<file path="src/rtl/uart_rx_16x.sv">
// 16x-oversampling UART receiver: 8N1 by default, 8-data + parity + stop when
// UART_RX_PARITY_EN is defined (PARITY_ODD selects the sense).
module uart_rx_16x #(
  parameter int PARITY_ODD = 0
) (
  input  logic       clk,
  input  logic       reset,
  input  logic       tick16,
  input  logic       rx,
  input  logic       read,
  output logic [7:0] rdata,
  output logic       rxrdy,
  output logic       parityerr,
  output logic       framingerr,
  output logic       overrun
);

  typedef enum logic [2:0] {
    IDLE,
    START,
    DATA,
`ifdef UART_RX_PARITY_EN
    PARITY,
`endif
    STOP,
    WAITHI
  } state_t;

  state_t      state_q, state_d;
  logic        rx_meta_q, rx_s_q;
  logic [3:0]  cnt_q, cnt_d;
  logic [2:0]  bit_q, bit_d;
  logic [7:0]  shift_q, shift_d;
  logic        frame_done;
  logic        accept;
  logic        mid_bit;

  logic [7:0]  rdata_q;
  logic        rxrdy_q, framingerr_q, overrun_q;

`ifdef UART_RX_PARITY_EN
  logic        par_bad_q, par_bad_d;
  logic        parityerr_q;
`else
  // Parity sense has no meaning in the 8N1 build.
  logic        unused_parity_odd;
  assign unused_parity_odd = (PARITY_ODD != 0);
`endif

  assign mid_bit = (cnt_q == 4'd15);
  // A completed frame is taken unless an unread byte is still waiting.
  assign accept  = frame_done && (!rxrdy_q || read);

  always_comb begin
    state_d    = state_q;
    cnt_d      = cnt_q;
    bit_d      = bit_q;
    shift_d    = shift_q;
    frame_done = 1'b0;
`ifdef UART_RX_PARITY_EN
    par_bad_d  = par_bad_q;
`endif
    if (tick16) begin
      case (state_q)
        IDLE: begin
          if (!rx_s_q) begin
            state_d = START;
            cnt_d   = 4'd0;
          end
        end
        START: begin
          if (cnt_q == 4'd7) begin
            cnt_d   = 4'd0;
            bit_d   = 3'd0;
            state_d = rx_s_q ? IDLE : DATA;
          end else begin
            cnt_d = cnt_q + 4'd1;
          end
        end
        DATA: begin
          cnt_d = cnt_q + 4'd1;
          if (mid_bit) begin
            shift_d = {rx_s_q, shift_q[7:1]};
            bit_d   = bit_q + 3'd1;
            if (bit_q == 3'd7) begin
`ifdef UART_RX_PARITY_EN
              state_d = PARITY;
`else
              state_d = STOP;
`endif
            end
          end
        end
`ifdef UART_RX_PARITY_EN
        PARITY: begin
          cnt_d = cnt_q + 4'd1;
          if (mid_bit) begin
            par_bad_d = (^shift_q) ^ rx_s_q ^ (PARITY_ODD != 0);
            state_d   = STOP;
          end
        end
`endif
        STOP: begin
          cnt_d = cnt_q + 4'd1;
          if (mid_bit) begin
            frame_done = 1'b1;
            state_d    = rx_s_q ? IDLE : WAITHI;
          end
        end
        WAITHI: begin
          if (rx_s_q) state_d = IDLE;
        end
        default: state_d = IDLE;
      endcase
    end
  end

  always_ff @(posedge clk or posedge reset) begin
    if (reset) begin
      rx_meta_q    <= 1'b1;
      rx_s_q       <= 1'b1;
      state_q      <= IDLE;
      cnt_q        <= 4'd0;
      bit_q        <= 3'd0;
      shift_q      <= 8'h00;
      rdata_q      <= 8'h00;
      rxrdy_q      <= 1'b0;
      framingerr_q <= 1'b0;
      overrun_q    <= 1'b0;
`ifdef UART_RX_PARITY_EN
      par_bad_q    <= 1'b0;
      parityerr_q  <= 1'b0;
`endif
    end else begin
      rx_meta_q <= rx;
      rx_s_q    <= rx_meta_q;
      state_q   <= state_d;
      cnt_q     <= cnt_d;
      bit_q     <= bit_d;
      shift_q   <= shift_d;
`ifdef UART_RX_PARITY_EN
      par_bad_q <= par_bad_d;
`endif
      if (accept) begin
        rdata_q      <= shift_q;
        framingerr_q <= ~rx_s_q;
        rxrdy_q      <= 1'b1;
        overrun_q    <= 1'b0;
`ifdef UART_RX_PARITY_EN
        parityerr_q  <= par_bad_q;
`endif
      end else if (frame_done) begin
        overrun_q <= 1'b1;
      end else if (read && rxrdy_q) begin
        rxrdy_q   <= 1'b0;
        overrun_q <= 1'b0;
      end
    end
  end

  assign rdata      = rdata_q;
  assign rxrdy      = rxrdy_q;
  assign framingerr = framingerr_q;
  assign overrun    = overrun_q;
`ifdef UART_RX_PARITY_EN
  assign parityerr  = parityerr_q;
`else
  assign parityerr  = 1'b0;
`endif

endmodule

</file>
<file path="config.mk">
export PLATFORM = sky130hd
export DESIGN_NAME = uart_rx_16x
export DESIGN_NICKNAME = d
export VERILOG_FILES = /design/src/rtl/uart_rx_16x.sv
export SDC_FILE = /design/constraint.sdc
export NUM_CORES = 1
export LEC_CHECK = 0
export ABC_AREA = 1
export ABC_CLOCK_PERIOD_IN_PS = 1900
export BUFFER_PORTS_ARGS = -buffer_cell sky130_fd_sc_hd__buf_4
export CAP_MARGIN = 20
export CORE_MARGIN = 2
export CORE_UTILIZATION = 60
export CTS_BUF_LIST = sky130_fd_sc_hd__clkbuf_8
export DETAILED_ROUTE_END_ITERATION = 8
export GPL_ROUTABILITY_DRIVEN = 0
export GPL_TIMING_DRIVEN = 0
export PLACE_DENSITY = 0.93
export SYNTH_ARGS = -nofsm -noshare
export SYNTH_HDL_FRONTEND = slang
export SYNTH_SLANG_ARGS = --single-unit
</file>
<file path="constraint.sdc">
create_clock -name clk -period 1.9 [get_ports clk]
set_input_delay 0.38 -clock clk [delete_from_list [all_inputs] [get_ports clk]]
set_output_delay 0.38 -clock clk [all_outputs]
set_load 0.02 [all_outputs]
</file>
# After elaboration in Yosys (flattened, before gate mapping)
# Cells that the tools add are included.
# Widths: inputs -> output; s select.
totals:
  register_bits: 31
  in_bits: 5
  elab_cells: 65
op_classes:
  add_sub_neg: 2
  eq_ne: 14
  muxes: 23
  bitwise_logic: 1
  reduce_logical: 15
op_table:
  columns: ["op", "n"]
  rows:
  - ["$mux 3", 9]
  - ["$pmux 3 s5", 1]
  - ["$ne 2x2->1 const B", 6]
  - ["$pmux 4 s3", 1]
  - ["$mux 1", 8]
  - ["$mux 4", 2]
  - ["$reduce_and 7->1", 1]
  - ["$eq 3x2->1 const B", 2]
  - ["$eq 3x3->1 const B", 2]
  - ["$pmux 3 s2", 1]
  - ["$reduce_and 3->1", 2]
  - ["$reduce_bool 3->1", 2]
  - ["$add 4x1->4 const B", 1]
  - ["$eq 4x3->1 const B", 1]
  - ["$eq 4x4->1 const B", 1]
  - ["$reduce_and 4->1", 1]
  - ["$reduce_bool 2->1", 2]
  - ["$add 3x1->3 const B", 1]
  - ["$eq 3x1->1 const B", 1]
  - ["$logic_not 3->1", 1]
  - ["$logic_and 1x1->1", 2]
  - ["$mux 2", 1]
  - ["$ne 2x1->1 const B", 1]
  - ["$reduce_and 2->1", 1]
  - ["other kinds (4)", 4]

# Longest topological paths before layout
depth:
  word_depth: 7
  ltp_mapped: 9
  mapped_depth_nobuf: 9

# Worst setup path after synthesis
# Ideal clock, no wire load.
synth_path:
  path_kind: "reg-to-reg"
  startpoint: "reg cnt_q[0]"
  endpoint: "reg framingerr_q (netlist: framingerr)"
  setup_ps: 118
  arrival_ps: 1251
  required_time_ps: 1782
  path_slack_ps: 531
  path_stages_with_launch: 8
  n_path_buf: 1
  cell_sequence: "dfrtp_1 ha_1 nand3_4 nor2_8 nand4_4 buf_6 nand2_1 o21ai_2"
synth_between:
  elab_chain_len: 5
synth_rtl:
  columns: ["element", "line_no", "source"]
  rows:
  - ["start: declaration", "31", "logic [3:0] cnt_q, cnt_d;"]
  - ["start signal: assignment", "138", "cnt_q <= cnt_d;"]
  - ["$eq 4x4->1", "50", "assign mid_bit = (cnt_q == 4'd15);"]
  - ["$mux 1", "105", "if (mid_bit) begin"]
  - ["$mux 1", "64", "case (state_q)"]
  - ["$mux 1", "63", "if (tick16) begin"]
  - ["$logic_and 1x1->1", "52", "assign accept = frame_done && (!rxrdy_q || read);"]
  - ["end signal: assignment", "146", "framingerr_q <= ~rx_s_q;"]
  - ["end: declaration", "39", "logic rxrdy_q, framingerr_q, overrun_q;"]
# No other way between the ends.
# A chain may end at the register's enable or synchronous reset.

# Worst setup path in the final report
layout_path:
  startpoint: "reg cnt_q[0]"
  endpoint: "reg shift_q[5]"
layout_between:
  elab_chain_len: 2
layout_rtl:
  columns: ["element", "line_no", "source"]
  rows:
  - ["$eq 4x4->1", "50", null]
  - ["$reduce_and 3->1 (no line)", null, null]
  - ["end signal: assignment", "140", "shift_q <= shift_d;"]
  - ["end: declaration", "33", "logic [7:0] shift_q, shift_d;"]
# No other way between the ends.

==> results.md <==
* Result of the run: finished, final reports clean
* Final nets at between 200 and 250
* Number of synthesized flops with an enable pin at 0
* Accumulated negative setup slack at 0 ns
* Die extent in x at 54.6 um
* Post-synth top area cell: sky130_fd_sc_hd__dfrtp_1
* Number of placement rows at 18
* Post-synth top cells: sky130_fd_sc_hd__nand2_1 (62), sky130_fd_sc_hd__dfrtp_1 (29), sky130_fd_sc_hd__inv_1 (17), sky130_fd_sc_hd__nand3_1 (14), sky130_fd_sc_hd__nor2_1 (10)
* Post-synthesis area per instance at 8.69 um2
* Vias after detailed routing at between 1000 and 1500
* Sink count of the clock tree at 31
* Vert. Die Dim at approximately 55 um
* Final min period at 1.56 ns
* Total of cells resized after clock tree synthesis at 0
* Via count of the first global-routing pass at 1121
* Final hold violations at 0
* Ys async rst share at 100%
* CTS tree: built
* Sequential area share after synthesis at 50.6%
* Proportion of power drawn by the clock network at 34.0%
* Comb power frac at around 27%
* CP Class: reg2reg
* Count of inserted antenna diode cells at 0
* Post-CTS Repair Setup Buffers at 0
* Synthesized area at 1540 um2
* Final std cell area, no fill at ~1800 um2
* Endpoint type of the worst setup path: register
* Internal power of the cells at approximately 0.0013 W
* Post-synthesis register bit count at 31
* Number of H-tree levels at 2
* Global-route wire length before repair at 4910 um
* Worst supply voltage drop on vdd at 1200 uV
* Top-level port count at 17
* Top FF cell, synth: sky130_fd_sc_hd__dfrtp_1
* Fraction of layout cells with a size suffix above 1 at a little under a quarter
* Reg2reg start: cnt_q[0]$_DFFE_PP0P_
* Worst setup path end: shift_q[5]$_DFFE_PP0P_
* Net Sw Power at approximately 0.00064 W
* Worst-skew pair later-pin latency at 0.29 ns
* Synth warn at 0
* Biggest fanout along the worst timing path at 10
* Starting utilization of the core area at 62.7%
* Share of Yosys cell area claimed by the top area cell type at between 40% and 50%
* Total global routing track utilization at 24.6%
* Pin count of the biggest net entering global routing at 32
* Launching element type of the critical path: register
* Maximum clock insertion buffer count at 2
* Path depth of the worst reg2reg path at 7
* Most repeated cell in the gate-level netlist after synthesis: sky130_fd_sc_hd__nand2_1
* Setup repair after global routing missed its margin: false
* Overflow left after global routing at 0
* Number of design rule violations left after detail routing at 0
* First-pass iteration count of the detailed router at 4
* Number of buffers added by the clock tree synthesis step at 5
* Setup-failing EPs final at 0
* Area of the core at roughly 2500 um2
* Worst-case setup margin in the final layout at roughly 0.34 ns
* Net count after synthesis at 185
* CP Data Arrival Time at 1.74 ns
* CTS clk-pin slew, worst paths at roughly 0.06 ns
* Count of input and output buffers at 15
* Post-route clock skew at 0.00479 ns
* Power per unit of standard cell area at ~1100 nW/um2
* Maximum Capacitance Violations at 0
* Cell types occupying the most area after synthesis: sky130_fd_sc_hd__dfrtp_1 (47%), sky130_fd_sc_hd__nand2_1 (15%), sky130_fd_sc_hd__nand3_1 (4.6%), sky130_fd_sc_hd__inv_1 (4.1%), sky130_fd_sc_hd__dfstp_2 (3.4%)
* DP HPWL at ~2200 um
* Area growth from synthesis to layout at 19.2%
* Number of filler instances in the final layout at about 190
* Die area at 2990 um2
* Worst Setup SP: cnt_q[0]$_DFFE_PP0P_
* Data required time of the critical path at ~2.1 ns
* Endpoint of the most critical register-to-register path: shift_q[5]$_DFFE_PP0P_
* Type of the most critical hold path: in2async
* Static leakage at 1.00 nW
* Max Transition Viols Final at 0
* Cell at the root of the clock tree: sky130_fd_sc_hd__clkbuf_8
* Setup slack of the worst register-to-register path at about 0.34 ns
* Worst setup timing slack at the placement stage at 0.362 ns
* Final routed wirelength across all metal layers at 2990 um
* Average wire length per cell after detail routing at 12.9 um
* Achievable clock frequency at roughly 640 MHz
* Number of distinct library cells after synthesis at 24
* Post-cts hold buffer count at 0
* Initial DRC count at 17
* Via density per instance at 5.36
* Switching Fraction at 32.7%
* Gate count of the mapped netlist at roughly 180
* Flop pwr share at about 39%
* Number of nets with antenna violations after detailed routing at 0
* Initial antenna violation count at 0
* Area of placed instances at 1690 um2
* Final clock period utilization by the worst path at roughly 82%
how the worst min path moves through the flow:
stage | start | to | slack, ns | cells after the start
2_1_floorplan | rx_meta_q$_DFF_PP1_ | rx_s_q$_DFF_PP1_ | 0.35 | 0
4_1_cts | rx | rx_meta_q$_DFF_PP1_ | 0.19 | 1
5_1_grt | reset | rdata[7]$_DFFE_PP0P_ | 0.04 | 2
6_report | reset | rdata[7]$_DFFE_PP0P_ | 0.04 | 2
3_3_place_gp | rx_meta_q$_DFF_PP1_ | rx_s_q$_DFF_PP1_ | 0.35 | 0
3_5_place_dp | rx_meta_q$_DFF_PP1_ | rx_s_q$_DFF_PP1_ | 0.35 | 0
cells in the final DEF (no fill, tap or decap):
cell type	count
sky130_fd_sc_hd__buf_16	1
sky130_fd_sc_hd__conb_1	1
sky130_fd_sc_hd__nor2_8	2
sky130_fd_sc_hd__o21bai_1	1
sky130_fd_sc_hd__inv_2	1
sky130_fd_sc_hd__dfrtp_1	29
sky130_fd_sc_hd__nor2_1	10
sky130_fd_sc_hd__clkbuf_8	6
sky130_fd_sc_hd__nor3_1	1
sky130_fd_sc_hd__o21ai_0	8
sky130_fd_sc_hd__dfstp_2	2
sky130_fd_sc_hd__nand2_2	1
sky130_fd_sc_hd__buf_6	1
sky130_fd_sc_hd__nand4_4	1
sky130_fd_sc_hd__bufinv_16	1
sky130_fd_sc_hd__nand2_1	62
sky130_fd_sc_hd__nand3_4	1
sky130_fd_sc_hd__o21ai_2	6
sky130_fd_sc_hd__nor2_2	1
sky130_fd_sc_hd__clkinv_2	1
sky130_fd_sc_hd__xor2_1	1
sky130_fd_sc_hd__nand4_1	5
sky130_fd_sc_hd__a21oi_1	3
sky130_fd_sc_hd__nor2_4	1
sky130_fd_sc_hd__inv_1	17
sky130_fd_sc_hd__buf_4	20
sky130_fd_sc_hd__nand3_1	14
sky130_fd_sc_hd__ha_1	3
state kept, by name (all words and copies together) (netlist names):
signal,cells
rxrdy,1
shift_q,8
bit_q,3
overrun,1
state_q,3
cnt_q,4
rx_meta_q,1
rdata,8
framingerr,1
rx_s_q,1
cell type report:
| cell class | instances | area [um2] | share of cell area (%) |
|---|---|---|---|
| Sequential cell | 31 | 778 | 42.4 |
| Multi-Input combinational cell | 122 | 644 | 35.1 |
| Timing Repair Buffer | 16 | 140 | 7.64 |
| Clock buffer | 6 | 82.6 | 4.50 |
| Inverter | 18 | 67.6 | 3.68 |
| Buffer | 6 | 48.8 | 2.66 |
| Tap cell | 30 | 37.5 | 2.05 |
| Clock inverter | 2 | 35.0 | 1.91 |
routing by layer:
metal / vias to the layer above / global-route usage [%] / routed length, um
met5: - / 0 / 0
met4: 0 / 15.0 / 110
met3: 11 / 9.29 / 164
met2: 35 / 41.9 / 1550
met1: 586 / 25.3 / 1160
li1: 607 / - / -
critical path, cell delays in order, from the launching register on:
cell                      delay (ns)
sky130_fd_sc_hd__dfrtp_1        0.38
sky130_fd_sc_hd__ha_1           0.30
sky130_fd_sc_hd__nand3_4        0.15
sky130_fd_sc_hd__nor2_8         0.17
sky130_fd_sc_hd__nand2_1        0.12
sky130_fd_sc_hd__buf_4          0.20
sky130_fd_sc_hd__nand2_1        0.09
sky130_fd_sc_hd__o21ai_2        0.06
cells by family (layout without fill, tap and decap cells):
kind of cell	after synthesis	after routing	share of synthesized area (%)
AOI/OAI and AO/OA	18	18	7.48
xor gates and xnor gates	1	1	0.569
adders and majority gates	3	3	2.44
buffers and inverters	24	48	7.56
DFF	31	31	50.6
other	1	1	0.244
and+or+nand+nor	99	99	31.1
through the flow:
stage | total power (W) | utilization (%) | instances | hold WS [ns]
6_report | 0.00197 | 74.7 | 231 | 0.0380
5_1_grt | 0.00209 | 74.7 | 231 | 0.0408
3_5_place_dp | 0.00130 | 68.8 | 222 | 0.348
4_1_cts | 0.00197 | 73.6 | 230 | 0.195
3_3_place_gp | 0.00126 | 68.8 | 222 | 0.348
2_1_floorplan | 0.00119 | - | 177 | 0.345
power by group through the flow:
stage	clock network, W	registers [W]	logic (W)
2_1_floorplan	0	0.000767	0.000424
3_3_place_gp	0	0.000774	0.000488
3_5_place_dp	0	0.000776	0.000521
4_1_cts	0.000684	0.000765	0.000524
5_1_grt	0.000713	0.000774	0.000601
6_report	0.000670	0.000766	0.000533
No activity file was read; power rests on OpenSTA's default activity.
